**src/rtl/ram_port_arbiter.sv**
```systemverilog
// Two-master req/gnt arbiter for the single-port data RAM, with m1 burst locking.
// Define RAM_ARB_ROUND_ROBIN_EN to alternate unlocked conflicts instead of fixed m0 priority.
module ram_port_arbiter #(
    parameter int AW        = 10,
    parameter int DW        = 32,
    parameter int RD_LAT    = 1,
    parameter int MAX_BURST = 4
) (
    input  logic          clk,
    input  logic          RSTN,
    input  logic          m0_req,
    input  logic          m0_we,
    input  logic [AW-1:0] m0_addr,
    input  logic [DW-1:0] m0_wdata,
    output logic          m0_gnt,
    output logic          m0_rvalid,
    output logic [DW-1:0] m0_rdata,
    input  logic          m1_req,
    input  logic          m1_we,
    input  logic [AW-1:0] m1_addr,
    input  logic [DW-1:0] m1_wdata,
    output logic          m1_gnt,
    output logic          m1_rvalid,
    output logic [DW-1:0] m1_rdata,
    input  logic          m1_lock,
    output logic [AW-1:0] ram_addr,
    output logic [DW-1:0] ram_din,
    output logic          ram_we,
    input  logic [DW-1:0] ram_dout,
    output logic          busy,
    output logic          owner
);

    typedef enum logic [1:0] {S_IDLE, S_ISSUE, S_WAIT} state_e;

    localparam int WCW = (RD_LAT > 1) ? $clog2(RD_LAT) : 1;
    localparam int BCW = $clog2(MAX_BURST + 1);

    state_e          state_q, state_d;
    logic [WCW-1:0]  wcnt_q, wcnt_d;
    logic [AW-1:0]   addr_q, addr_d;
    logic [DW-1:0]   din_q, din_d;
    logic            we_q, we_d;
    logic            gnt0_q, gnt0_d, gnt1_q, gnt1_d;
    logic            rv0_q, rv0_d, rv1_q, rv1_d;
    logic [DW-1:0]   rdata0_q, rdata0_d, rdata1_q, rdata1_d;
    logic            owner_q, owner_d;
    logic            last_q, last_d;
    logic [BCW-1:0]  burst_q, burst_d;
    logic            lock_act, pick1;

    // Lock only matters when m0 is actually competing; it never blocks m0 forever.
    always_comb begin
        lock_act = last_q && m1_lock && m1_req && m0_req && (burst_q < BCW'(MAX_BURST));
        if (lock_act) begin
            pick1 = 1'b1;
        end else if (m0_req && m1_req) begin
`ifdef RAM_ARB_ROUND_ROBIN_EN
            pick1 = ~last_q;
`else
            pick1 = 1'b0;
`endif
        end else begin
            pick1 = m1_req;
        end
    end

    always_comb begin
        state_d  = state_q;
        wcnt_d   = wcnt_q;
        addr_d   = addr_q;
        din_d    = din_q;
        we_d     = 1'b0;
        gnt0_d   = 1'b0;
        gnt1_d   = 1'b0;
        rv0_d    = 1'b0;
        rv1_d    = 1'b0;
        rdata0_d = rdata0_q;
        rdata1_d = rdata1_q;
        owner_d  = owner_q;
        last_d   = last_q;
        burst_d  = m1_lock ? burst_q : '0;
        case (state_q)
            S_IDLE: begin
                if (m0_req || m1_req) begin
                    state_d = S_ISSUE;
                    owner_d = pick1;
                    last_d  = pick1;
                    addr_d  = pick1 ? m1_addr  : m0_addr;
                    din_d   = pick1 ? m1_wdata : m0_wdata;
                    we_d    = pick1 ? m1_we    : m0_we;
                    gnt0_d  = ~pick1;
                    gnt1_d  = pick1;
                    if (!pick1) begin
                        burst_d = '0;
                    end else if (lock_act) begin
                        burst_d = burst_q + 1'b1;
                    end
                end
            end
            S_ISSUE: begin
                wcnt_d  = '0;
                state_d = we_q ? S_IDLE : S_WAIT;
            end
            S_WAIT: begin
                if (wcnt_q == WCW'(RD_LAT - 1)) begin
                    state_d = S_IDLE;
                    if (owner_q) begin
                        rv1_d    = 1'b1;
                        rdata1_d = ram_dout;
                    end else begin
                        rv0_d    = 1'b1;
                        rdata0_d = ram_dout;
                    end
                end else begin
                    wcnt_d = wcnt_q + 1'b1;
                end
            end
            default: state_d = S_IDLE;
        endcase
    end

    always_ff @(posedge clk or negedge RSTN) begin
        if (!RSTN) begin
            state_q  <= S_IDLE;
            wcnt_q   <= '0;
            addr_q   <= '0;
            din_q    <= '0;
            we_q     <= 1'b0;
            gnt0_q   <= 1'b0;
            gnt1_q   <= 1'b0;
            rv0_q    <= 1'b0;
            rv1_q    <= 1'b0;
            rdata0_q <= '0;
            rdata1_q <= '0;
            owner_q  <= 1'b0;
            last_q   <= 1'b1;
            burst_q  <= '0;
        end else begin
            state_q  <= state_d;
            wcnt_q   <= wcnt_d;
            addr_q   <= addr_d;
            din_q    <= din_d;
            we_q     <= we_d;
            gnt0_q   <= gnt0_d;
            gnt1_q   <= gnt1_d;
            rv0_q    <= rv0_d;
            rv1_q    <= rv1_d;
            rdata0_q <= rdata0_d;
            rdata1_q <= rdata1_d;
            owner_q  <= owner_d;
            last_q   <= last_d;
            burst_q  <= burst_d;
        end
    end

    assign m0_gnt    = gnt0_q;
    assign m1_gnt    = gnt1_q;
    assign m0_rvalid = rv0_q;
    assign m1_rvalid = rv1_q;
    assign m0_rdata  = rdata0_q;
    assign m1_rdata  = rdata1_q;
    assign ram_addr  = addr_q;
    assign ram_din   = din_q;
    assign ram_we    = we_q;
    assign busy      = (state_q != S_IDLE);
    assign owner     = owner_q;

endmodule

```
**config.mk**
```make
export PLATFORM = sky130hd
export DESIGN_NAME = ram_port_arbiter
export DESIGN_NICKNAME = d
export VERILOG_FILES = /design/src/rtl/ram_port_arbiter.sv
export SDC_FILE = /design/constraint.sdc
export NUM_CORES = 1
export LEC_CHECK = 0
export ABC_CLOCK_PERIOD_IN_PS = 4300
export BUFFER_PORTS_ARGS = -buffer_cell sky130_fd_sc_hd__buf_2
export CAP_MARGIN = 30
export CORE_ASPECT_RATIO = 0.75
export CORE_UTILIZATION = 45
export CTS_BUF_LIST = sky130_fd_sc_hd__clkbuf_8 sky130_fd_sc_hd__clkbuf_16
export CTS_CLUSTER_DIAMETER = 40
export DETAILED_ROUTE_END_ITERATION = 7
export PLACE_DENSITY = 0.79
export SLEW_MARGIN = 5
export SYNTH_ARGS = -nofsm -noshare
export SYNTH_HDL_FRONTEND = slang
export SYNTH_SLANG_ARGS = --single-unit
```
**constraint.sdc**
```tcl
create_clock -name clk -period 4.3 [get_ports clk]
set_input_delay 0.86 -clock clk [delete_from_list [all_inputs] [get_ports clk]]
set_output_delay 0.86 -clock clk [all_outputs]
set_load 0.005 [all_outputs]
```
==> key figures <==
Status
  • Run status: finished clean

Timing
  • Sum Neg Setup Slack: 0 ps
  • Tmin final: 2590 ps
  • Worst-Margin Slew: 896 ps
  • Final setup skew: 4.78 ps
  • Final setup viols: 0
  • Max transition margin: 0.403
  • Tcrit/Tclk final: 0.603
  • Endpoints failing hold: 0
  • Unrepaired setup endpoints after global routing: false
  • Fmax: 0.386 GHz
  • Pins Over Slew Limit: 0

Clock network
  • Clk_lat worst skew: 400 ps
  • Worst-path clk slew: 50 ps
  • H-tree level count: 4
  • Clock Sinks: 118
  • Cts repair resizes: 0
  • CTS Buffer Depth: 2
  • Clock root cell: clkbuf_16
  • CTS buffer count: 17
  • Setup Fix Bufs, Post-CTS: 0
  • CTS tree: built
  • # hold bufs at CTS: 0

GRT
  • Pin count of the biggest net entering global routing: 74
  • First-pass GRT wire length: 18700 um
  • Total Routing Usage GR: 0.222
  • Met3 Usage GRT: 0.0600
  • Met1 usage: 0.272
  • GRT Max-Usage Layer: met2
  • GRT met2 Usage: 0.370
  • Vias in the first global route: 3729
  • Initial antenna violation count: 0
  • Gr ovfl total: 0

Layout
  • Post-route cell area: 6640 um^2
  • Area grow syn2layout: 40.1%
  • N_diodes: 0
  • Register area: 2950 um^2
  • Share of cells above drive strength 1: 0.596
  • Fill count: 807
  • Multi-input gate area: 1640 um^2
  • # nets final: 680

Power
  • Cell-internal power: 3610 uW
  • Peak supply drop: 366 uV
  • Reg power frac: 0.381
  • Clock share of power: 0.277
  • P_sw: 1510 uW
  • Leak: 0.00328 uW
  • P per Cell Area: 772 nW/um^2
  • Gate power share: 0.342
  • Sw Share: 0.295

Placement
  • DP Area: 6040 um^2
  • PortBufs: 235
  • RePlAce Congestion: 0.803
  • Post-DP HPWL: 8230 um

Critical path
  • Worst Setup Start Kind: input pin
  • Critical Path Sink Type: flop
  • Crit path max fanout: 44
  • CP arrival: 2920 ps
  • Critical Path RT: 4630 ps
  • Flop2flop setup slack: 1780 ps
  • WS Path Type: in -> reg

Drt
  • Total wire length: 11700 um
  • Drc violations: 0
  • Routed len/inst: 16.6 um
  • Avg Vias per Cell: 5.25
  • Routed Antenna Nets: 0
  • Drt pass-1 iters: 7
  • Vias: 3691
  • Initial DRC count: 183

Hold path
  • Min-delay worst type: reg -> reg

Yosys
  • Synth top area cells: dfrtp_1, mux2_2, a221o_1
  • Post-synthesis cell type count: 27
  • Post-Syn Instances: 319
  • Synth Area in Adders: 0.00264
  • Mapped cell area: 4740 um^2
  • Net Count, Synth: 443
  • Simple-Gate Fraction of Synth Area: 0.0872
  • Synth top area share: 0.618
  • Post-synthesis compound-gate area fraction: 0.101
  • Syn_area_per_cell: 14.8 um^2
  • Post-synthesis mux area share: 0.152
  • Sequential-to-total area share from yosys stat: 0.624
  • Yosys warns: 0
  • Main combinational cell family by area after synthesis: multiplexers
  • Post-Synth XOR/XNOR Area: 0
  • Area leader, netlist: dfrtp_1
  • Synth Register Bits: 118

Floorplanning
  • Die height: 90.9 um
  • Width of the die: 120 um
  • # rows: 32
  • Die Area: 10900 um^2
  • Core ar.: 10200 um^2
  • # IOs: 236
  • Starting Density: 0.462

Job
  • # Max-Cap Violations: 0
==> cell families (layout without fill, tap and decap cells) <==
family	after synthesis	after routing
mux	64	64
flops	118	118
simple gates	57	57
compound gates	51	51
fa+ha+maj	1	1
buf+inv	28	276
==> power groups by stage <==
stage / combinational (uW) / clock, uW / sequential [uW]
final: 1750 / 1420 / 1950
after global routing: 1910 / 1510 / 2020
after CTS: 1780 / 1450 / 1950
after detailed placement: 1780 / 0 / 1950
after global placement: 1670 / 0 / 1930
after floorplan: 909 / 0 / 1980
==> placed cells by master, fill, tap and decap left out, drive strengths merged <==
cell type and instances:
nand3 3, inv 5, and3b 1, or3b 1, bufinv 4, dfrtp 117, clkinvlp 2, clkbuf 18
ha 1, a31oi 1, nand2b 1, o21a 1, mux2 64, buf 243, dfstp 1, clkinv 4
nor3b 44, a22o 1, and4b 1, a221o 42, nand2 1, nand3b 1, nor2b 1, nor2 3
a21o 2, o21ai 4
==> area by class of cell <==
cell class / instances / area share
clock buffers: 18 / 0.0662
multi-input cells: 173 / 0.247
flip-flops and latches: 118 / 0.445
clock inverters: 12 / 0.0245
inverters: 3 / 0.00170
well taps: 136 / 0.0256
repair buffers: 243 / 0.190
==> Yosys cell counts <==
library cell	n
a22o_1	1
clkbuf_1	11
nor3b_1	43
o21ai_0	3
a221o_1	42
a31oi_1	1
nand2b_1	1
mux2_2	64
and3b_1	1
dfstp_2	1
a21o_1	2
buf_1	1
nand3_1	3
nor2_1	3
o21ai_1	1
nor3b_2	1
ha_1	1
nor2b_1	1
buf_6	6
nand3b_1	1
nand2_1	1
buf_2	7
or3b_1	1
inv_1	3
o21a_1	1
dfrtp_1	117
and4b_1	1
==> per-stage QoR <==
step                total power (uW)  hold WS (ps)   util  instances  setup WS (ps)
floorplan                       2890           432      -        319           2240
global placement                3600           437  0.586        672           1380
detailed placement              3730           427  0.589        673           1310
CTS                             5180           430  0.648        703           1740
global route                    5430           450  0.648        703           1540
finish                          5120           424  0.648        703           1710
==> routing by layer <==
layer / vias to the layer above / part of all wire
met5: - / 0
met4: 0 / 0.019
met3: 18 / 0.057
met2: 146 / 0.50
met1: 1843 / 0.42
li1: 1684 / -
==> flip-flops by register name (all words and copies together) (netlist names) <==
register	flops
ram_addr	10
m1_rvalid	1
burst_q	3
m0_rvalid	1
m1_rdata	32
owner	1
m1_gnt	1
last_q	1
ram_din	32
m0_gnt	1
ram_we	1
state_q	2
m0_rdata	32
==> path summary, 6_finish.rpt <==
kind / from / end / cells past startpoint
setup / recovery: m1_lock / ram_addr[5] / 6
hold / removal: ram_we / state_q[1] / 1
setup reg to reg: last_q / ram_addr[5] / 5
hold reg to reg: ram_we / state_q[1] / 1
max in group asynchronous: RSTN / last_q / 2
min in group asynchronous: RSTN / m1_rdata[15] / 1
==> worst max-delay path: stages <==
cell,delay (ps)
buf_2,130
and4b_1,200
buf_4,400
o21a_1,690
buf_4,420
a221o_1,210
(Power assumes the default switching activity.)
